File: config.mk
export PLATFORM = sky130hd
export DESIGN_NAME = fwd_hazard_unit_flat
export DESIGN_NICKNAME = d
export VERILOG_FILES = /design/src/rtl/fwd_hazard_unit_pkg.sv /design/src/rtl/fwd_hazard_unit_if.sv /design/src/rtl/fwd_match_pri.sv /design/src/rtl/fwd_hazard_unit.sv /design/src/flat_wrapper.sv
export SDC_FILE = /design/constraint.sdc
export NUM_CORES = 1
export LEC_CHECK = 0
export CORE_MARGIN = 2
export CORE_UTILIZATION = 48
export DETAILED_ROUTE_END_ITERATION = 10
export GPL_ROUTABILITY_DRIVEN = 0
export PLACE_DENSITY = 0.91
export SLEW_MARGIN = 20
export SYNTH_ARGS = -nofsm -noshare
export SYNTH_HDL_FRONTEND = slang
export SYNTH_HIERARCHICAL = 1
export SYNTH_SLANG_ARGS = --single-unit
export TNS_END_PERCENT = 5
File: constraint.sdc
create_clock -name clk -period 3.4 [get_ports clk]
set_input_delay 0.68 -clock clk [delete_from_list [all_inputs] [get_ports clk]]
set_output_delay 0.68 -clock clk [all_outputs]
set_load 0.02 [all_outputs]
File: src/rtl/fwd_hazard_unit_pkg.sv
// Shared types for the lc3b forwarding / load-use hazard unit.
package fwd_hazard_unit_pkg;

    typedef logic [2:0] lc3b_reg;

    typedef enum logic {FH_RUN, FH_STALL} fwd_hazard_state_t;

    // Width of a forwarding select: 0 = regfile, k = stage k-1.
    function automatic int unsigned fwd_sel_w(int unsigned num_fwd);
        return $clog2(num_fwd + 1);
    endfunction

endpackage

File: src/rtl/fwd_hazard_unit_if.sv
// DE/EX-side bundle between the pipeline (master) and the hazard unit (slave).
interface fwd_hazard_unit_if #(
    parameter int unsigned NUM_SRC = 2,
    parameter int unsigned NUM_FWD = 2,
    parameter int unsigned CNT_W   = 16
);
    import fwd_hazard_unit_pkg::*;

    localparam int unsigned FWD_SEL_W = fwd_sel_w(NUM_FWD);

    logic                                de_ex_valid;
    lc3b_reg [NUM_SRC-1:0]               de_ex_src;
    logic    [NUM_SRC-1:0]               de_ex_src_used;
    logic    [NUM_FWD-1:0]               stg_valid;
    logic    [NUM_FWD-1:0]               stg_load_regfile;
    lc3b_reg [NUM_FWD-1:0]               stg_dr;
    logic    [NUM_FWD-1:0]               stg_ready;
    logic                                freeze;
    logic    [NUM_SRC-1:0][FWD_SEL_W-1:0] fwd_sel;
    logic                                stall;
    logic                                bubble;
    logic                                stall_timeout;
    logic    [CNT_W-1:0]                 hazard_cnt;
    logic    [CNT_W-1:0]                 stall_cyc_cnt;

    modport master (
        output de_ex_valid, de_ex_src, de_ex_src_used, stg_valid, stg_load_regfile, stg_dr,
               stg_ready, freeze,
        input  fwd_sel, stall, bubble, stall_timeout, hazard_cnt, stall_cyc_cnt
    );

    modport slave (
        input  de_ex_valid, de_ex_src, de_ex_src_used, stg_valid, stg_load_regfile, stg_dr,
               stg_ready, freeze,
        output fwd_sel, stall, bubble, stall_timeout, hazard_cnt, stall_cyc_cnt
    );

endinterface

File: src/rtl/fwd_match_pri.sv
// One source operand checked against all forwarding stages; youngest match wins.
module fwd_match_pri
    import fwd_hazard_unit_pkg::*;
#(
    parameter int unsigned NUM_FWD = 2
) (
    input  logic                                 de_ex_valid,
    input  lc3b_reg                              src,
    input  logic                                 src_used,
    input  logic    [NUM_FWD-1:0]                stg_valid,
    input  logic    [NUM_FWD-1:0]                stg_load_regfile,
    input  lc3b_reg [NUM_FWD-1:0]                stg_dr,
    input  logic    [NUM_FWD-1:0]                stg_ready,
    output logic    [fwd_sel_w(NUM_FWD)-1:0]     sel,
    output logic                                 not_ready
);

    localparam int unsigned FWD_SEL_W = fwd_sel_w(NUM_FWD);

    logic [NUM_FWD-1:0] match;

    always_comb begin
        for (int k = 0; k < NUM_FWD; k++) begin
            match[k] = de_ex_valid && src_used && stg_valid[k] && stg_load_regfile[k]
                       && (stg_dr[k] == src);
        end
    end

    // Walk oldest to youngest so the youngest match overwrites.
    always_comb begin
        sel       = '0;
        not_ready = 1'b0;
        for (int k = NUM_FWD - 1; k >= 0; k--) begin
            if (match[k]) begin
                sel       = FWD_SEL_W'(k + 1);
                not_ready = !stg_ready[k];
            end
        end
    end

endmodule

File: src/rtl/fwd_hazard_unit.sv
// Operand forwarding select, load-use stall/bubble, stall-tracking FSM and hazard counters.
module fwd_hazard_unit
    import fwd_hazard_unit_pkg::*;
#(
    parameter int unsigned NUM_SRC   = 2,
    parameter int unsigned NUM_FWD   = 2,
    parameter int unsigned STALL_MAX = 32,
    parameter int unsigned CNT_W     = 16
) (
    input logic              clk,
    input logic              rst_n,
    fwd_hazard_unit_if.slave bus
);

    localparam int unsigned FWD_SEL_W = fwd_sel_w(NUM_FWD);
    localparam int unsigned CTR_W     = $clog2(STALL_MAX + 1);

    logic [NUM_SRC-1:0][FWD_SEL_W-1:0] sel;
    logic [NUM_SRC-1:0]                not_ready;
    logic                              stall_raw;

    fwd_hazard_state_t state_q;
    logic [CTR_W-1:0]  stall_ctr_q;
    logic [CNT_W-1:0]  hazard_cnt_q;
    logic [CNT_W-1:0]  stall_cyc_cnt_q;
    logic              timeout_q;

    for (genvar i = 0; i < NUM_SRC; i++) begin : g_src
        fwd_match_pri #(
            .NUM_FWD (NUM_FWD)
        ) u_match (
            .de_ex_valid      (bus.de_ex_valid),
            .src              (bus.de_ex_src[i]),
            .src_used         (bus.de_ex_src_used[i]),
            .stg_valid        (bus.stg_valid),
            .stg_load_regfile (bus.stg_load_regfile),
            .stg_dr           (bus.stg_dr),
            .stg_ready        (bus.stg_ready),
            .sel              (sel[i]),
            .not_ready        (not_ready[i])
        );
    end

    assign stall_raw = |not_ready;

    // Outputs are forced quiet for the whole time reset is held, not just after the edge.
    assign bus.fwd_sel       = rst_n ? sel : '0;
    assign bus.stall         = rst_n && stall_raw;
    assign bus.bubble        = rst_n && stall_raw;
    assign bus.stall_timeout = timeout_q;
    assign bus.hazard_cnt    = hazard_cnt_q;
    assign bus.stall_cyc_cnt = stall_cyc_cnt_q;

    always_ff @(posedge clk) begin
        if (!rst_n) begin
            state_q         <= FH_RUN;
            stall_ctr_q     <= '0;
            hazard_cnt_q    <= '0;
            stall_cyc_cnt_q <= '0;
            timeout_q       <= 1'b0;
        end else if (!bus.freeze) begin
            if (stall_raw && (stall_cyc_cnt_q != '1)) begin
                stall_cyc_cnt_q <= stall_cyc_cnt_q + 1'b1;
            end
            case (state_q)
                FH_RUN: begin
                    if (stall_raw) begin
                        state_q     <= FH_STALL;
                        stall_ctr_q <= CTR_W'(1);
                        if (hazard_cnt_q != '1) begin
                            hazard_cnt_q <= hazard_cnt_q + 1'b1;
                        end
                        if (STALL_MAX <= 1) begin
                            timeout_q <= 1'b1;
                        end
                    end
                end
                FH_STALL: begin
                    if (!stall_raw) begin
                        state_q <= FH_RUN;
                    end else if (stall_ctr_q < CTR_W'(STALL_MAX)) begin
                        stall_ctr_q <= stall_ctr_q + 1'b1;
                        if (stall_ctr_q == CTR_W'(STALL_MAX - 1)) begin
                            timeout_q <= 1'b1;
                        end
                    end
                end
                default: state_q <= FH_RUN;
            endcase
        end
    end

endmodule

File: src/flat_wrapper.sv
// flat-port wrapper written by rule: the top's interface ports become plain ports
module fwd_hazard_unit_flat import fwd_hazard_unit_pkg::*;
#(
    parameter int unsigned NUM_SRC   = 2,
    parameter int unsigned NUM_FWD   = 2,
    parameter int unsigned STALL_MAX = 32,
    parameter int unsigned CNT_W     = 16
)
  (clk, rst_n, bus_de_ex_valid, bus_de_ex_src, bus_de_ex_src_used, bus_stg_valid, bus_stg_load_regfile, bus_stg_dr, bus_stg_ready, bus_freeze, bus_fwd_sel, bus_stall, bus_bubble, bus_stall_timeout, bus_hazard_cnt, bus_stall_cyc_cnt);
  fwd_hazard_unit_if #(.NUM_SRC(NUM_SRC), .NUM_FWD(NUM_FWD), .CNT_W(CNT_W)) bus_i ();
  input logic clk;
  input logic rst_n;
  input wire logic [$bits(bus_i.de_ex_valid)-1:0] bus_de_ex_valid;
  input wire logic [$bits(bus_i.de_ex_src)-1:0] bus_de_ex_src;
  input wire logic [$bits(bus_i.de_ex_src_used)-1:0] bus_de_ex_src_used;
  input wire logic [$bits(bus_i.stg_valid)-1:0] bus_stg_valid;
  input wire logic [$bits(bus_i.stg_load_regfile)-1:0] bus_stg_load_regfile;
  input wire logic [$bits(bus_i.stg_dr)-1:0] bus_stg_dr;
  input wire logic [$bits(bus_i.stg_ready)-1:0] bus_stg_ready;
  input wire logic [$bits(bus_i.freeze)-1:0] bus_freeze;
  output wire logic [$bits(bus_i.fwd_sel)-1:0] bus_fwd_sel;
  output wire logic [$bits(bus_i.stall)-1:0] bus_stall;
  output wire logic [$bits(bus_i.bubble)-1:0] bus_bubble;
  output wire logic [$bits(bus_i.stall_timeout)-1:0] bus_stall_timeout;
  output wire logic [$bits(bus_i.hazard_cnt)-1:0] bus_hazard_cnt;
  output wire logic [$bits(bus_i.stall_cyc_cnt)-1:0] bus_stall_cyc_cnt;
  assign bus_i.de_ex_valid = bus_de_ex_valid;
  assign bus_i.de_ex_src = bus_de_ex_src;
  assign bus_i.de_ex_src_used = bus_de_ex_src_used;
  assign bus_i.stg_valid = bus_stg_valid;
  assign bus_i.stg_load_regfile = bus_stg_load_regfile;
  assign bus_i.stg_dr = bus_stg_dr;
  assign bus_i.stg_ready = bus_stg_ready;
  assign bus_i.freeze = bus_freeze;
  assign bus_fwd_sel = bus_i.fwd_sel;
  assign bus_stall = bus_i.stall;
  assign bus_bubble = bus_i.bubble;
  assign bus_stall_timeout = bus_i.stall_timeout;
  assign bus_hazard_cnt = bus_i.hazard_cnt;
  assign bus_stall_cyc_cnt = bus_i.stall_cyc_cnt;
  fwd_hazard_unit #(.NUM_SRC(NUM_SRC), .NUM_FWD(NUM_FWD), .STALL_MAX(STALL_MAX), .CNT_W(CNT_W)) u_core (.clk(clk), .rst_n(rst_n), .bus(bus_i));
endmodule
# --- Word-level counts from Yosys, hierarchy flattened ---
# Index checks and enable logic that the tools add are counted.
op_classes:
  addsub: 3
  order_cmp: 1
  eq_ne: 10
  mux: 14
  bitwise_logic: 2
  n_reduce_logical: 23
ops:
  columns: ["cell", "count"]
  rows:
  - ["adder 16 x 1 -> 16 bit, second input constant", 2]
  - ["!= test 16 bit, second input constant", 2]
  - ["2-to-1 mux 6 bit", 3]
  - ["logical AND 1 bit", 16]
  - ["== test 3 bit", 4]
  - ["case mux 6 bit (2 select lines)", 1]
  - ["2-to-1 mux 2 bit", 4]
  - ["AND reduction 4 bit", 2]
  - ["adder 6 x 1 -> 6 bit, second input constant", 1]
  - ["== test 6 x 5 -> 1 bit, second input constant", 1]
  - ["< comparator 6 bit, second input constant", 1]
  - ["2-to-1 mux 1 bit", 5]
  - ["AND reduction 5 bit", 1]
  - ["2-to-1 mux 4 bit", 1]
  - ["!= test 2 x 1 -> 1 bit, second input constant", 2]
  - ["zero test 1 bit", 2]
  - ["!= test 2 bit, second input constant", 1]
  - ["NOT 1 bit", 2]
  - ["AND reduction 2 bit", 1]
  - ["OR reduction 2 bit", 1]
totals:
  regBits: 40
  in_bits: 24
  out_inout_bits: 39
  word_cells: 58

# --- Depth between registers and ports, before layout ---
# Gate-level depths: netlist of the first run.
logic_depth:
  depth_word: 9
  ltp_mapped: 9
  ltp_nobuf: 8

# --- By module ---
# Netlist of the first run, hierarchy kept.
by_module_without_submodules:
  columns: ["mod", "n_inst", "cells_per_inst", "area_per_inst_um2", "seq_area_each_um2"]
  rows:
  - ["fwd_hazard_unit", 1, 256, 2085.8, 800.8]
  - ["fwd_match_pri", 2, 13, 111.4, 0.0]

# --- Worst setup path before layout of the first run ---
# Ideal clock, no wire load.
synth_path:
  path_kind: "input to register"
  start: "input port bus_de_ex_src[3]"
  end: "register u_core.hazard_cnt_q[14], in the netlist u_core/bus.hazard_cnt[14]"
  setup_time_ns: 0.070
  arrival_ns: 2.898
  required_ns: 3.330
  setup_slack_ns: 0.432
  cell_stages: 8
  path_buffers: 1
  cell_sequence: "xor2_1 > or4_4 > o31ai_2 > o21bai_1 > or4_1 > buf_2 > or4_1 > a21oi_1"
synth_via:
  elab_chain_len: 6
  word_cells_on_any_way: 8
  cone_classes: "eq/ne: 2; mux: 2; reduce/logical: 4"
synth_rtl:
  columns: ["item", "line_no", "rtl"]
  rows:
  - ["from (decl)", "flat_wrapper.sv:14", "input wire logic [$bits(bus_i.de_ex_src)-1:0] bus_de_ex_src;"]
  - ["== test 3 bit", "fwd_match_pri.sv:25", "&& (stg_dr[k] == src);"]
  - ["logical AND 1 bit", "fwd_match_pri.sv:25", null]
  - ["2-to-1 mux 1 bit", "fwd_match_pri.sv:34", "if (match[k]) begin"]
  - ["2-to-1 mux 1 bit (*)", "fwd_match_pri.sv:34", null]
  - ["via u_core.not_ready[1]", "fwd_hazard_unit.sv:19", "logic [NUM_SRC-1:0] not_ready;"]
  - ["OR reduction 2 bit (*)", "fwd_hazard_unit.sv:44", "assign stall_raw = |not_ready;"]
  - ["AND reduction 4 bit (no source line) (*)", null, null]
  - ["to (signal assigned)", "fwd_hazard_unit.sv:71", "hazard_cnt_q <= hazard_cnt_q + 1'b1;"]
  - ["to (decl)", "fwd_hazard_unit.sv:24", "logic [CNT_W-1:0] hazard_cnt_q;"]
# Mark *: on every way through the listed nets, which the timed path passes. The rest lies on a longest branch.
# A chain may end at the register's enable or synchronous reset.

# --- Worst setup path after layout of the first run ---
layout_path:
  start: "input port bus_de_ex_valid"
  end: "register u_core.hazard_cnt_q[11], in the netlist u_core/bus.hazard_cnt[11]"
layout_via:
  elab_chain_len: 8
  word_cells_on_any_way: 20
  cone_classes: "mux: 4; reduce/logical: 16"
layout_rtl:
  columns: ["item", "line_no", "rtl"]
  rows:
  - ["from (decl)", "flat_wrapper.sv:13", "input wire logic [$bits(bus_i.de_ex_valid)-1:0] bus_de_ex_valid;"]
  - ["logical AND 1 bit (*)", "fwd_match_pri.sv:24", "match[k] = de_ex_valid && src_used && stg_valid[k] && stg_load_regfile[k]"]
  - ["logical AND 1 bit (2 in series)", "fwd_match_pri.sv:24", null]
  - ["logical AND 1 bit", "fwd_match_pri.sv:25", null]
  - ["2-to-1 mux 1 bit", "fwd_match_pri.sv:34", null]
  - ["2-to-1 mux 1 bit (*)", "fwd_match_pri.sv:34", null]
  - ["via u_core.not_ready[1]", "fwd_hazard_unit.sv:19", null]
  - ["OR reduction 2 bit (*)", "fwd_hazard_unit.sv:44", null]
  - ["AND reduction 4 bit (no source line) (*)", null, null]
# Marked as above.

==> metrics.cfg, run 1 <==
[outcome]
status=finished clean

[setup_path]
crit_type=in2reg
r2r_setup_slack_ps=1480
critPathMaxStageDelay_ps=540
cp-endpoint=u_core/bus.hazard_cnt[11]
critPathArrivalTime_ps=3620
path_buf_inv=3
r2r_cells=5
critPathRequiredTime_ps=3630
rr_endpoint=u_core/bus.hazard_cnt[10]
worstSetupStartpointType=primary input
path_common_cell=buf_4
worstSetupEndpointType=flip-flop
cpLargestDelayFamily=simple AND/OR/NAND/NOR gates
crit_path_cell_trace=clkdlybuf4s50_1, nand4_1, or4_4, o31ai_2, buf_4, o21bai_1, or3_4, buf_4, or4_1, a21oi_1
cp_max_fo=4
critPathLaunch=bus_de_ex_valid
cp_num_cells=10
critPathSlowestCell=or4_4
r2r-start=u_core/bus.hazard_cnt[0]

[power]
ir_worst_vdd_mv=0.174
p_leak_nw=1.09
cellPowerDensity_nw_per_um2=263

[global_routing]
antenna_found_initial=0
grt-ovfl-total=0
track_usage_pct=23.0
grt_pass1_vias=2302
grt_max_degree=30
grt_pass1_wl_microns=9780

[timing]
setup_slack_ps=13.7
finalMaxSlewViolations=0
fmax_ghz=0.295
tightestPinTransition_ps=615
fin_skew_ps=9.49
finalSetupViolCount=0
fin_crit_ps=3390
slew_headroom_pct=58.9
rsz0062_at_grt=yes
hold_viol=0
finalCritPeriodShare_pct=99.6
hold_ws_ps=488

[synthesis]
ys.flop_type=dfxtp_1
synthTopCellsByArea=dfxtp_1 (35%), a21oi_1 (5.6%), xor2_1 (4.6%), or4_1 (4.2%), o31ai_1 (3.9%)
syn_area_sq_um=2310
synth_seq_area_share_pct=34.7
ys_types=43
postSynthAreaPerCell_sq_um=8.19
synth_edf_count=0
syn_inst=282
synth_top_area_cell=dfxtp_1
synth_top_area_share_pct=34.7
ys_async_sr_fraction_pct=0
synth_seq_cells=40
syn-num-nets=309
yosysWarningCount=6

[clock_tree]
clkTransAtPathRegs_ps=80
htreeDepth=2
cts_tree=done
numCtsBuffers=5
clock_sinks=40
clkLatencyLatePin_ps=300
root_buffer=clkbuf_8
postCtsHoldBufs=0
clockBufferDepth=2

[floorplan]
die_w_microns=73.4
die_y_microns=73.4
design.core.area_sq_um=4690
ios=63
rows=25
start_util_pct=49.2
dieArea_sq_um=5380

[drt]
drt_iter0_drc=236
drt_wl_total_microns=6000
first_pass_iters=4
drtAntennaViolNets=0
vias_per_cell=6.03
via_count=2497
wl_per_cell_microns=14.5
post-route-drc-count=0

[placed_design]
preCtsSetupSlack_ps=-382
place_area_sq_um=3110
io_buffers=62
dp_hpwl_microns=4380

[finish]
syn2layout_area_growth_pct=38.8
diodes=0
post_route_cells_drive_above_1_share_pct=12.5
nets=387
finish.instance_area_sq_um=3200
postLayoutCoreUtil_pct=68.3

[worst_hold_path]
hp-class=reg2reg

[job]
max_cap_viol_count=0

[stage by stage]
step                      cells  total power, mW  TNS, ps
after CTS                   414            0.849        0
after global routing        414            0.867     -132
after floorplan             282            0.506        0
final                       414            0.843        0
after global placement      407            0.551    -1460
after detailed placement    407            0.552    -2850
[cell usage in the layout, fill, tap and decap left out, types with 11 or more instances in the layout]
cell type / instances
nand2b_1: 11
clkdlybuf4s50_1: 58
or3_1: 11
nand3_1: 13
nand2_1: 20
xor2_1: 12
nor2_1: 14
a21oi_1: 26
o31ai_1: 12
or4_1: 12
buf_4: 23
dfxtp_1: 40
o21ai_0: 15
nand4_1: 11
[worst register-to-register path, delay by kind of cell, from the launching register on]
family | cells | cell delay (ps)
AOI/OAI and AO/OA | 1 | 150
adders and majority gates | 1 | 240
DFF | 1 | 410
and+or+nand+nor | 3 | 1080
[worst min path at each step]
stage | startpoint | to | slack [ps] | cells after the start
2_1_floorplan | u_core/stall_ctr_q[3] | u_core/stall_ctr_q[3] | 470 | 2
3_3_place_gp | u_core/bus.stall_cyc_cnt[15] | u_core/bus.stall_cyc_cnt[15] | 470 | 2
3_5_place_dp | u_core/bus.stall_timeout | u_core/bus.stall_timeout | 480 | 2
4_1_cts | u_core/bus.stall_timeout | u_core/bus.stall_timeout | 490 | 2
5_1_grt | u_core/bus.stall_cyc_cnt[1] | u_core/bus.stall_cyc_cnt[1] | 530 | 2
6_report | u_core/bus.stall_cyc_cnt[15] | u_core/bus.stall_cyc_cnt[15] | 490 | 2
[cells in the mapped netlist, types with 3 or more instances]
cell type   n
and2_1      5
nand3_1    13
nand2_1    20
inv_1       8
mux2i_1     8
xor2_1     12
o21ai_0    15
or3_1      12
nand2b_1   11
ha_1        3
clkbuf_1   11
nor3_1      4
a21oi_1    26
or4_1      13
nor2_1     14
and3_1      4
a2111oi_0   3
nand3b_1    3
nor4_1      4
o31ai_1    12
dfxtp_1    40
o21a_1      4
nand4_1    11
[power breakdown]
group / switching (mW) / total, mW / internal (mW)
Sequential: 0.000761 / 0.469 / 0.469
Clock: 0.162 / 0.301 / 0.140
Combinational: 0.0323 / 0.0720 / 0.0397
[kinds of logic after synthesis]
| logic type | Yosys count | synth area share [%] |
|---|---|---|
| adders and majority gates | 3 | 1.63 |
| xor gates and xnor gates | 12 | 4.55 |
| DFF | 40 | 34.7 |
| AOI/OAI and AO/OA | 73 | 20.3 |
| muxes | 8 | 3.47 |
| and+or+nand+nor | 124 | 31.5 |
| buffers and inverters | 22 | 3.85 |
[layout make-up]
| type | instances | area [sq um] |
|---|---|---|
| flip-flops and latches | 40 | 801 |
| multi-input cells | 220 | 1440 |
| well taps | 54 | 67.6 |
| fillers | 388 | 1490 |
| repair buffers | 85 | 788 |
| inverters | 8 | 30.0 |
| clock buffers | 6 | 72.6 |
| clock inverters | 1 | 5.00 |
[repair_timing]
| action | 4_1_cts | 5_1_grt |
|---|---|---|
| buffers inserted | 0 | 0 |
| endpoints found under the setup margin | 3 | 12 |
| gates resized for setup | 3 | 11 |
[flip-flops by register name (all words and copies together) (netlist names)]
register                  count
u_core/bus.hazard_cnt        16
u_core/stall_ctr_q            6
u_core/bus.stall_timeout      1
u_core/state_q                1
u_core/bus.stall_cyc_cnt     16
[routing by layer]
layer	up-vias	part of all wire, %	wire (microns)	GRT usage (%)
met5	-	0	0	0
met4	0	1.7	103	9.29
met3	11	6.3	379	5.90
met2	86	51	3080	41.1
met1	1185	41	2440	26.0
li1	1215	-	-	-
Power figures use the tool's default switching activity.
==> run 2, diff against run 1 <==
--- a/config.mk
+++ b/config.mk
@@ -6,10 +6,10 @@
 export NUM_CORES = 1
 export LEC_CHECK = 0
 export CORE_MARGIN = 2
-export CORE_UTILIZATION = 48
+export CORE_UTILIZATION = 52
 export DETAILED_ROUTE_END_ITERATION = 10
 export GPL_ROUTABILITY_DRIVEN = 0
-export PLACE_DENSITY = 0.91
+export PLACE_DENSITY = 0.95
 export SLEW_MARGIN = 20
 export SYNTH_ARGS = -nofsm -noshare
 export SYNTH_HDL_FRONTEND = slang
==> constraint.sdc (replaced) <==
create_clock -name clk -period 3.9 [get_ports clk]
set_input_delay 0.78 -clock clk [delete_from_list [all_inputs] [get_ports clk]]
set_output_delay 0.78 -clock clk [all_outputs]
set_load 0.02 [all_outputs]
==> run 2 against run 1 <==
Critical path depth fell by 4. First-iteration DRC count decreased by 28%. Count of clock-buffer cells in the layout is 1 higher. Non-clock buffer count fell by 13. Critical endpoint is now bus_fwd_sel[1]. Largest power group unchanged. Highest routed layer unchanged.
==> metrics.cfg, run 2 (synthesis gave the netlist of run 1 again) <==
[finish]
diodes=0
postLayoutCoreUtil_pct=72.0
nets=374
fill_cells=331
syn2layout_area_growth_pct=34.8
final_common_cell=clkdlybuf4s50_1
layout_common_cells=clkdlybuf4s50_1 (60), dfxtp_1 (40), a21oi_1 (26), nand2_1 (20), o21ai_0 (15)
post_route_cells_drive_above_1_share_pct=7.78

[drt]
drtAntennaViolNets=0
first_pass_iters=4
post-route-drc-count=0
drt_wl_total_microns=6170
drt_iter0_drc=171
wl_per_cell_microns=15.5
via_count=2452
vias_per_cell=6.15

[floorplan]
design.core.area_sq_um=4320
start_util_pct=53.4
die_w_microns=70.6
die_y_microns=70.6
rows=24
dieArea_sq_um=4990
ios=63

[worst_hold_path]
hp-class=reg2reg
min-delay-start=u_core/bus.stall_timeout

[setup_path]
crit_type=in2out
cp_max_fo=2
critPathLaunch=bus_de_ex_src[0]
r2r-start=u_core/bus.hazard_cnt[0]
critPathRequiredTime_ps=3120
worstSetupStartpointType=primary input
worstSetupEndpointType=output port
critPathArrivalTime_ps=2870

[global_routing]
track_usage_pct=24.9
antenna_found_initial=0
grt_pass1_wl_microns=10200
grt_max_degree=30
grt-ovfl-total=0
grt_pass1_vias=2331

[clock_tree]
cts_tree=done
clkLatencyLatePin_ps=290
numCtsBuffers=5
clkTransAtPathRegs_ps=70
clockBufferDepth=2
postCtsHoldBufs=0
htreeDepth=2
root_buffer=clkbuf_8
clock_sinks=40
cts_resized=0
post-cts-setup-buffers=0

[placed_design]
preCtsSetupSlack_ps=47.5
io_buffers=62
dp_hpwl_microns=4510

[timing]
setup_slack_ps=247
rsz0062_at_grt=no
setup_tns_ps=0
slew_headroom_pct=59.0
finalMaxSlewViolations=0
fin_skew_ps=4.99
hold_viol=0
finalSetupViolCount=0
fmax_ghz=0.274
finalCritPeriodShare_pct=93.7
fin_crit_ps=3650
tightestPinTransition_ps=599
hold_ws_ps=487

[power]
ir_worst_vdd_mv=0.286
cellPowerDensity_nw_per_um2=246
total_power_uw=766
p_leak_nw=1.03

[outcome]
status=finished clean

[job]
max_cap_viol_count=0

## run 2: cell types whose count changed in the layout (fill, tap and decap cells not counted)
cell / delta
clkbuf_2: -2
a2111oi_2: -2
clkinv_2: -1
or3_1: +1
buf_4: -13
or3_4: -1
or4_1: +1
clkbuf_1: -1
or4_4: -1
clkdlybuf4s50_1: +2
clkbuf_8: +2
a2111oi_0: +2
## run 2: where the power goes
group	total (mW)	internal [mW]	leakage, nW	switching (mW)
clock network	0.296	0.157	0.0503	0.138
registers	0.409	0.409	0.322	0.000735
logic	0.0606	0.0319	0.659	0.0287
## run 2: worst paths after layout
path	slack, ps	cells past startpoint	endpoint
worst max register to register	1830	5	u_core/bus.hazard_cnt[10]
worst max-delay path	250	6	bus_fwd_sel[1]
worst min register to register	490	2	u_core/bus.stall_timeout
worst min-delay path	490	2	u_core/bus.stall_timeout
## run 2: per-layer routing
metal / routed length (microns) / global-route usage [%] / share of wire, %
met4: 134 / 10.9 / 2.2
met3: 353 / 4.99 / 5.7
met1: 2560 / 29.2 / 41
met2: 3130 / 43.9 / 51
met5: 0 / 0 / 0
## run 2: critical path: stages
cell and delay [ps]:
clkdlybuf4s50_1 450, xor2_1 190, or4_4 550, nor2_1 140, and2_1 140, clkdlybuf4s50_1 610
## run 2: metrics by stage
step / area [sq um] / instances
floorplan: 2310 / 282
global placement: 3010 / 392
detailed placement: 3010 / 392
CTS: 3110 / 399
global route: 3110 / 399
finish: 3110 / 399
## run 2: final cells by class
class	count	area [sq um]	share of cell area, %
Timing Repair Buffer	72	701	22.5
Tap cell	52	65.1	2.09
Clock buffer	7	96.3	3.10
Inverter	8	30.0	0.965
Sequential cell	40	801	25.7
Multi-Input combinational cell	220	1420	45.6
==> run 3, diff against run 2 <==
--- a/config.mk
+++ b/config.mk
@@ -9,6 +9,7 @@
 export CORE_UTILIZATION = 52
 export DETAILED_ROUTE_END_ITERATION = 10
 export GPL_ROUTABILITY_DRIVEN = 0
+export HOLD_SLACK_MARGIN = 0.06
 export PLACE_DENSITY = 0.95
 export SLEW_MARGIN = 20
 export SYNTH_ARGS = -nofsm -noshare
==> results of run 3 <==
No change in the layout: final DEF, timing and power equal those of run 2.
